===== config.mk =====
export PLATFORM = sky130hd
export DESIGN_NAME = sync_fifo
export DESIGN_NICKNAME = d
export VERILOG_FILES = /design/src/rtl/sync_fifo_pkg.sv /design/src/rtl/sync_fifo_mem.sv /design/src/rtl/sync_fifo.sv
export SDC_FILE = /design/constraint.sdc
export NUM_CORES = 1
export LEC_CHECK = 0
export CAP_MARGIN = 20
export CORE_MARGIN = 2
export CORE_UTILIZATION = 45
export DETAILED_ROUTE_END_ITERATION = 10
export GPL_ROUTABILITY_DRIVEN = 0
export PLACE_DENSITY = 0.65
export RECOVER_POWER = 25
export REMOVE_ABC_BUFFERS = 1
export SLEW_MARGIN = 5
export SYNTH_ARGS = -nofsm -noshare
export SYNTH_HDL_FRONTEND = slang
export SYNTH_SLANG_ARGS = --single-unit

===== constraint.sdc =====
create_clock -name clk -period 2.9 [get_ports clk]
set_input_delay 0.87 -clock clk [delete_from_list [all_inputs] [get_ports clk]]
set_output_delay 0.87 -clock clk [all_outputs]
set_load 0.02 [all_outputs]

===== src/rtl/sync_fifo_pkg.sv =====
// Shared types for the synchronous FIFO.
//   fifo_read_mode_e : FWFT (r_data shows the head entry combinationally)
//                      REGISTERED (r_data loaded on each accepted read)
package sync_fifo_pkg;

  typedef enum logic {
    FWFT       = 1'b0,
    REGISTERED = 1'b1
  } fifo_read_mode_e;

endpackage


===== src/rtl/sync_fifo_mem.sv =====
// Storage array for sync_fifo: one write port, one asynchronous read port. Not reset.
// Ports:
//   clk    : write clock
//   w_en   : write enable, stores w_data at w_addr on the rising edge
//   w_addr : write address
//   w_data : write data
//   r_addr : read address
//   r_data : mem[r_addr], combinational
module sync_fifo_mem #(
  parameter int unsigned DATA_WIDTH = 8,
  parameter int unsigned ADDR_WIDTH = 4
) (
  input  logic                  clk,
  input  logic                  w_en,
  input  logic [ADDR_WIDTH-1:0] w_addr,
  input  logic [DATA_WIDTH-1:0] w_data,
  input  logic [ADDR_WIDTH-1:0] r_addr,
  output logic [DATA_WIDTH-1:0] r_data
);

  logic [DATA_WIDTH-1:0] mem_q [2**ADDR_WIDTH];

  always_ff @(posedge clk) begin
    if (w_en) begin
      mem_q[w_addr] <= w_data;
    end
  end

  assign r_data = mem_q[r_addr];

endmodule


===== src/rtl/sync_fifo.sv =====
// Single-clock FIFO with occupancy count, almost-full/empty thresholds and sticky
// overflow/underflow flags.
// Ports:
//   clk, rst_n            : clock, asynchronous active-low reset
//   w_inc, w_data         : write request and data; accepted when !w_full
//   w_full, w_almost_full : full flag, count >= AF_LEVEL
//   r_inc, r_data         : read request and data; accepted when !r_empty
//   r_empty, r_almost_empty : empty flag, count <= AE_LEVEL
//   count                 : registered occupancy
//   overflow, underflow   : sticky until reset
module sync_fifo
  import sync_fifo_pkg::*;
#(
  parameter int unsigned     DATA_WIDTH = 8,
  parameter int unsigned     ADDR_WIDTH = 4,
  parameter fifo_read_mode_e READ_MODE  = FWFT,
  parameter int unsigned     AF_LEVEL   = (2 ** ADDR_WIDTH) - 2,
  parameter int unsigned     AE_LEVEL   = 2
) (
  input  logic                  clk,
  input  logic                  rst_n,
  input  logic                  w_inc,
  input  logic [DATA_WIDTH-1:0] w_data,
  output logic                  w_full,
  output logic                  w_almost_full,
  input  logic                  r_inc,
  output logic [DATA_WIDTH-1:0] r_data,
  output logic                  r_empty,
  output logic                  r_almost_empty,
  output logic [ADDR_WIDTH:0]   count,
  output logic                  overflow,
  output logic                  underflow
);

  localparam int unsigned Depth = 2 ** ADDR_WIDTH;
  localparam int unsigned PtrW  = ADDR_WIDTH + 1;
  localparam logic [PtrW-1:0] AfLvl = PtrW'(AF_LEVEL);
  localparam logic [PtrW-1:0] AeLvl = PtrW'(AE_LEVEL);

  if (AF_LEVEL > Depth || AE_LEVEL >= Depth || ADDR_WIDTH < 1) begin : g_param_check
    $error("sync_fifo: illegal AF_LEVEL/AE_LEVEL/ADDR_WIDTH");
  end

  // Pointers carry an extra wrap bit so full and empty are distinguishable.
  logic [PtrW-1:0] w_ptr_q, w_ptr_d;
  logic [PtrW-1:0] r_ptr_q, r_ptr_d;
  logic [PtrW-1:0] count_q, count_d;
  logic            ovf_q, ovf_d;
  logic            udf_q, udf_d;
  logic            full, empty, w_acc, r_acc;
  logic [DATA_WIDTH-1:0] mem_rdata;

  assign empty = (w_ptr_q == r_ptr_q);
  assign full  = (w_ptr_q[ADDR_WIDTH-1:0] == r_ptr_q[ADDR_WIDTH-1:0]) &&
                 (w_ptr_q[ADDR_WIDTH] != r_ptr_q[ADDR_WIDTH]);

  always_comb begin
    w_acc   = w_inc && !full;
    r_acc   = r_inc && !empty;
    w_ptr_d = w_ptr_q + PtrW'(w_acc);
    r_ptr_d = r_ptr_q + PtrW'(r_acc);
    // Modulo-2**PtrW difference of the next pointers keeps count aligned with them.
    count_d = w_ptr_d - r_ptr_d;
    ovf_d   = ovf_q | (w_inc & full);
    udf_d   = udf_q | (r_inc & empty);
  end

  always_ff @(posedge clk or negedge rst_n) begin
    if (!rst_n) begin
      w_ptr_q <= '0;
      r_ptr_q <= '0;
      count_q <= '0;
      ovf_q   <= 1'b0;
      udf_q   <= 1'b0;
    end else begin
      w_ptr_q <= w_ptr_d;
      r_ptr_q <= r_ptr_d;
      count_q <= count_d;
      ovf_q   <= ovf_d;
      udf_q   <= udf_d;
    end
  end

  sync_fifo_mem #(
    .DATA_WIDTH(DATA_WIDTH),
    .ADDR_WIDTH(ADDR_WIDTH)
  ) u_mem (
    .clk   (clk),
    .w_en  (w_acc),
    .w_addr(w_ptr_q[ADDR_WIDTH-1:0]),
    .w_data(w_data),
    .r_addr(r_ptr_q[ADDR_WIDTH-1:0]),
    .r_data(mem_rdata)
  );

  if (READ_MODE == REGISTERED) begin : g_reg
    logic [DATA_WIDTH-1:0] r_data_q, r_data_d;

    always_comb begin
      r_data_d = r_data_q;
      if (r_acc) begin
        r_data_d = mem_rdata;
      end
    end

    always_ff @(posedge clk or negedge rst_n) begin
      if (!rst_n) begin
        r_data_q <= '0;
      end else begin
        r_data_q <= r_data_d;
      end
    end

    assign r_data = r_data_q;
  end else begin : g_fwft
    assign r_data = mem_rdata;
  end

  assign w_full         = full;
  assign r_empty        = empty;
  assign count          = count_q;
  assign w_almost_full  = (count_q >= AfLvl);
  assign r_almost_empty = (count_q <= AeLvl);
  assign overflow       = ovf_q;
  assign underflow      = udf_q;

endmodule


==> metrics.txt, run 1 <==
synthesis-to-layout area growth=26.3%; grt ovf=0; Residual DRC=0; WS Path Type=flip-flop to output port; CTS root buffer=clkbuf_16; Combinational Power Share=44.3%; Reg2Reg Depth=13; final setup fails=3; All-Layer GR Usage=17.8%; Async SR Flop Fraction=11.7%; initial core utilization=46.6%; commonest non-fill, non-tap cell in the layout=edfxtp_1; Critical Path Fanout Max=7; sequential area share after synthesis=71.9%; post-route design area=0.00750 mm^2; n_diodes=0; Pwr Density=1150 mW/mm^2; Power, Total=8.64 mW; CTS Buf Count=17; f_max=0.341 GHz; clock-pin slew on the worst setup and hold paths=0.06 ns; Slew HR=49.0%; initial antenna violation count=0; die height=119 um; Net Sw Frac=33.1%; most frequent cells in the layout=edfxtp_1, buf_4, mux2i_1; CTS Buffer Depth=2; total wire length=11500 um; first-pass GRT wire length=18600 um; Post-Syn Area=0.00593 mm^2; Pleak=2.72 nW; die area=0.0141 mm^2; R2R setup slack=0 ns; Synth Register Bits=145; Final Max Slew Viols=0; Hold WC Path Type=flip-flop to flip-flop; Reg power frac=31.8%; DR pass1 iterations=4; TritonCTS clock tree=done; r2r endpoint=count[4]; Post-synth EDFFs=128; DR vias/cell=5.30; number of DRC markers in iteration 0=218; pre-CTS WS=-0.146 ns; Max IR drop VDD=0.523 mV; input/output buffers=30; core area=0.0127 mm^2; via count=3161; r2r startpoint=r_ptr_q[0]; Cell Rows=41; ys flop type=edfxtp_1; Clk network pwr share=24.0%; crit path DAT=2.06 ns; Crit. End Element=output port; status=complete, but fails checks; HPWL Detailed=7710 um; largest net degree at the start of global routing=24; die width=119 um; CTS H-tree depth=4; Tcrit/Tclk final=101%; Power Internal=5.78 mW; share of layout cells above drive strength 1=33.5%; io pins=31; wire per inst=19.3 um; Syn Area/Cell=18.2 um^2; Switch Pwr=2.86 mW; Worst EP required=2.03 ns; hold_sp=overflow; max-cap violations=0; Worst Setup SP=r_ptr_q[0]; vias in the first global route=3271; failing checks=setup timing; Unique masters post-synth=36; RSZ-0062 raised after global routing=yes; cell count after synthesis=326; Slew @ Worst Pin=0.763 ns; Post-DP Area=0.00677 mm^2; worst skew pair latency=0.42 ns; clock skew=0.00714 ns; final hold violations=0; Startpoint Class=flip-flop; worst setup path endpoint=r_data[6]; Num Clock Sinks=145; post-route ant nets=0; Hold Buf Count CTS=0; Final nets=433; Synth warnings=0; min Tclk post-route=2.93 ns; final setup margin=-0.0323 ns
## power by group through the flow
stage	combinational, mW	clock [mW]	sequential (mW)
floorplan	1.70	0	3.04
global placement	3.46	0	2.77
detailed placement	3.51	0	2.79
CTS	3.70	2.11	2.75
global route	4.11	2.20	2.78
finish	3.82	2.07	2.75
## kinds of logic (layout without fill, tap and decap cells)
| group | Yosys count | in the layout | synth area share, % |
|---|---|---|---|
| flops | 145 | 145 | 71.9 |
| mux | 48 | 48 | 11.5 |
| compound gates | 41 | 41 | 5.17 |
| simple gates | 40 | 40 | 3.65 |
| buf+inv | 29 | 127 | 3.44 |
| xor+xnor | 14 | 14 | 2.32 |
| fa+ha+maj | 9 | 9 | 2.02 |
## critical path, stage by stage, from the launching register on
cell     delay [ns]
dfrtp_2        0.40
buf_6          0.16
buf_12         0.14
mux4_2         0.50
a22oi_1        0.19
nand2_1        0.11
buf_6          0.15
## sequential cells by signal (all words and copies together) (netlist names)
name,cells
w_ptr_q,5
count,5
overflow,1
u_mem.mem_q,128
r_ptr_q,5
underflow,1
## per-stage QoR
stage	TNS [ns]	utilization, %	std cells	hold slack [ns]
2_1_floorplan	-102.67	-	309	0.486
3_3_place_gp	-0.389	53.2	564	0.440
3_5_place_dp	-0.693	53.2	564	0.454
4_1_cts	-0.307	58.3	596	0.465
5_1_grt	-0.806	58.9	596	0.500
6_report	-0.0540	58.9	596	0.462
## area by class of cell
class                   count  area [um^2]
well taps                 172          215
clock buffers              18          429
fillers                   958         5230
inverters                  12         45.0
flip-flops and latches    145         4270
repair buffers             84          788
clock inverters            13          138
multi-input cells         152         1610
## layer usage
layer,part of all wire (%),GRT usage (%),vias to the layer above
met2,50,28.0,47
met5,0,0,-
met3,3.3,3.88,10
li1,-,-,1479
met4,1.3,7.59,0
met1,45,24.2,1625
## worst min-delay path by stage
stage	to	depth (start not counted)
floorplan	w_ptr_q[4]	1
global placement	overflow	1
detailed placement	overflow	1
CTS	overflow	1
global route	underflow	1
finish	overflow	1
## Yosys cell counts (8+ instances only)
| master | n | area (um^2) |
|---|---|---|
| edfxtp_1 | 128 | 3840 |
| xnor2_1 | 12 | 105 |
| a22oi_1 | 8 | 60.1 |
| ha_1 | 8 | 100 |
| a221oi_1 | 16 | 140 |
| mux2i_1 | 32 | 320 |
| mux4_2 | 16 | 360 |
| dfrtp_1 | 17 | 425 |
| o21ai_0 | 8 | 40.0 |
| nor3_1 | 8 | 40.0 |
| nand2_1 | 11 | 41.3 |
| inv_1 | 10 | 37.5 |
## repair_timing
item,CTS,global route
buffers inserted,0,0
gates cloned,1,0
resized for setup,67,20
pin swaps,14,7
setup endpoints to repair,11,13
Note: power is estimated with default switching activity, not from simulation.
==> run 2: changes to the inputs <==
--- a/config.mk
+++ b/config.mk
@@ -5,12 +5,10 @@
 export SDC_FILE = /design/constraint.sdc
 export NUM_CORES = 1
 export LEC_CHECK = 0
-export CAP_MARGIN = 20
 export CORE_MARGIN = 2
-export CORE_UTILIZATION = 45
+export CORE_UTILIZATION = 41
 export DETAILED_ROUTE_END_ITERATION = 10
 export GPL_ROUTABILITY_DRIVEN = 0
-export PLACE_DENSITY = 0.65
 export RECOVER_POWER = 25
 export REMOVE_ABC_BUFFERS = 1
 export SLEW_MARGIN = 5
==> run 2 against run 1 <==
Net effect: the flow still finishes with violations (setup timing); clock power increased by 7%; power increased by 5.6%; largest power group unchanged; cell area increased by 3.0%; clock-buffer cell count unchanged; setup slack got worse by 0.055 ns; cell count increased by 1.3%; flip-flop and latch count unchanged; routed wire length increased by 8.9%; core utilization decreased by 3.7 points; clock skew increased by 0.0023 ns; via count increased by 1.4%; fmax decreased by 1.8%.
==> metrics.txt, run 2 (same netlist as run 1, synthesis figures left out) <==
status=complete, but fails checks; failing checks=setup timing; Pwr Density=1180 mW/mm^2 (+2.5%); max-cap violations=0 (unchanged); CTS Buf Count=17 (unchanged); Hold WC Path Type=flip-flop to flip-flop; hold_sp=overflow; Slew HR=46.0% (-3.0 points); worst path cell trace=buf_8, buf_16, mux4_2, a22oi_2, nand2_2, buf_6; initial core utilization=42.4% (-4.2 points); slowest stage delay, CP=0.51 ns (about the same); hold slack=0.454 ns (-0.00813 ns); via count=3206 (+1.4%); Critical Path Fanout Max=5 (-2); Stages on worst setup path=6 (unchanged); Power Internal=6.05 mW (+4.7%); Worst Setup SP=r_ptr_q[0]; Largest Register=u_mem.mem_q; Combinational Power Share=45.2% (+0.9 points); grt ovf=0 (unchanged); Pleak=2.78 nW (+2.3%); io pins=31 (unchanged); Reg2Reg Depth=13 (unchanged); wire per inst=20.7 um (+7.4%); commonest non-fill, non-tap cell in the layout=edfxtp_1; Final nets=433 (unchanged); DR vias/cell=5.31 (about the same); HPWL Detailed=7500 um (-2.7%); Slowest-stage cell, CP=mux4_2; final setup margin=-0.0868 ns (-0.0546 ns); clock-pin slew on the worst setup and hold paths=0.06 ns (about the same); final hold violations=0 (unchanged); max reg flops=128 (unchanged); r2r endpoint=count[4]; Clk network pwr share=24.4% (+0.4 points); Switch Pwr=3.08 mW (+7.5%); f_max=0.335 GHz (-1.8%); die width=124 um (+4.6%); Residual DRC=0 (unchanged); Crit. End Element=output port; R2R setup slack=0.07 ns (+0.07 ns); synthesis-to-layout area growth=30.1%; total wire length=12500 um (+8.9%); Final Util=55.2% (-3.7 points); worst skew pair latency=0.41 ns (about the same); r2r startpoint=r_ptr_q[0]; Num Clock Sinks=145 (unchanged); RSZ-0062 raised after global routing=yes; largest net degree at the start of global routing=18 (-25%); Tcrit/Tclk final=103% (+1.9 points); initial antenna violation count=0 (unchanged); input/output buffers=30 (unchanged); Slew @ Worst Pin=0.808 ns (+0.0448 ns); core area=0.0140 mm^2 (+10%); crit path DAT=2.12 ns (+0.06 ns); CTS H-tree depth=4 (unchanged); most frequent cells in the layout=edfxtp_1, buf_4, mux2i_1; pre-CTS WS=-0.182 ns (-0.0367 ns); TritonCTS clock tree=done; die height=124 um (+4.6%); share of layout cells above drive strength 1=37.7% (+4.2 points); CTS Buffer Depth=2 (unchanged); vias in the first global route=3333 (+1.9%); Cell Rows=43 (+4.9%); Bufs and invs on worst path=3 (unchanged); Final Max Slew Viols=0 (unchanged); min Tclk post-route=2.99 ns (+0.0546 ns); Startpoint Class=flip-flop; clock skew=0.00939 ns (+0.00225 ns); CTS root buffer=clkbuf_16; Setup Total Neg Slack=-0.404 ns (-0.350 ns); Reg power frac=30.4% (-1.4 points); first-pass GRT wire length=19300 um (+4.2%); number of DRC markers in iteration 0=233 (+6.9%); die area=0.0155 mm^2 (+9.4%); final setup fails=8 (+5); Worst EP required=2.03 ns (about the same); Top delay family on crit path=multiplexers; All-Layer GR Usage=16.8% (-1.0 points); post-route ant nets=0 (unchanged); Max IR drop VDD=0.538 mV (+3.0%); WS Path Type=flip-flop to output port; Net Sw Frac=33.7% (+0.58 points); worst setup path endpoint=r_data[5]; DR pass1 iterations=4 (unchanged); n_diodes=0 (unchanged)
run 2: how the worst min path moves through the flow:
stage               cells past startpoint          to
floorplan                               1  w_ptr_q[4]
global placement                        1    overflow
detailed placement                      1    overflow
CTS                                     1    overflow
global route                            1    overflow
finish                                  1    overflow
run 2: what timing repair did:
item | CTS | global route
hold buffers | 0 | 0
pin swaps | 21 | 21
gates cloned | 4 | 1
buffers inserted | 4 | 2
resized for setup | 81 | 27
endpoints found under the hold margin | 0 | 0
setup endpoints to repair | 11 | 14
run 2: per-layer routing:
layer | vias to the layer above | global-route usage (%) | share of wire [%]
li1 | 1484 | - | -
met3 | 13 | 3.74 | 3.3
met5 | - | 0 | 0
met1 | 1652 | 23.0 | 46
met2 | 57 | 26.7 | 49
met4 | 0 | 6.15 | 1.2
run 2: cell type report:
type                            count  area, um^2
Fill cell                        1089        6260
Sequential cell                   145        4270
Multi-Input combinational cell    152        1720
Timing Repair Buffer               84         856
Clock buffer                       18         429
Tap cell                          180         225
Clock inverter                     13         174
Inverter                           12        45.0
run 2: power groups by stage:
stage	Combinational, mW	Sequential [mW]	Clock [mW]
3_5_place_dp	3.45	2.79	0
3_3_place_gp	3.43	2.78	0
2_1_floorplan	1.70	3.04	0
5_1_grt	4.47	2.81	2.35
6_report	4.12	2.78	2.22
4_1_cts	3.99	2.76	2.26
run 2: through the flow:
stage          power (mW)  instances  cell area, um^2
2_1_floorplan        4.73        309             5780
3_3_place_gp         6.21        564             6730
3_5_place_dp         6.24        564             6730
4_1_cts              9.01        603             7610
5_1_grt              9.63        604             7720
6_report             9.13        604             7720
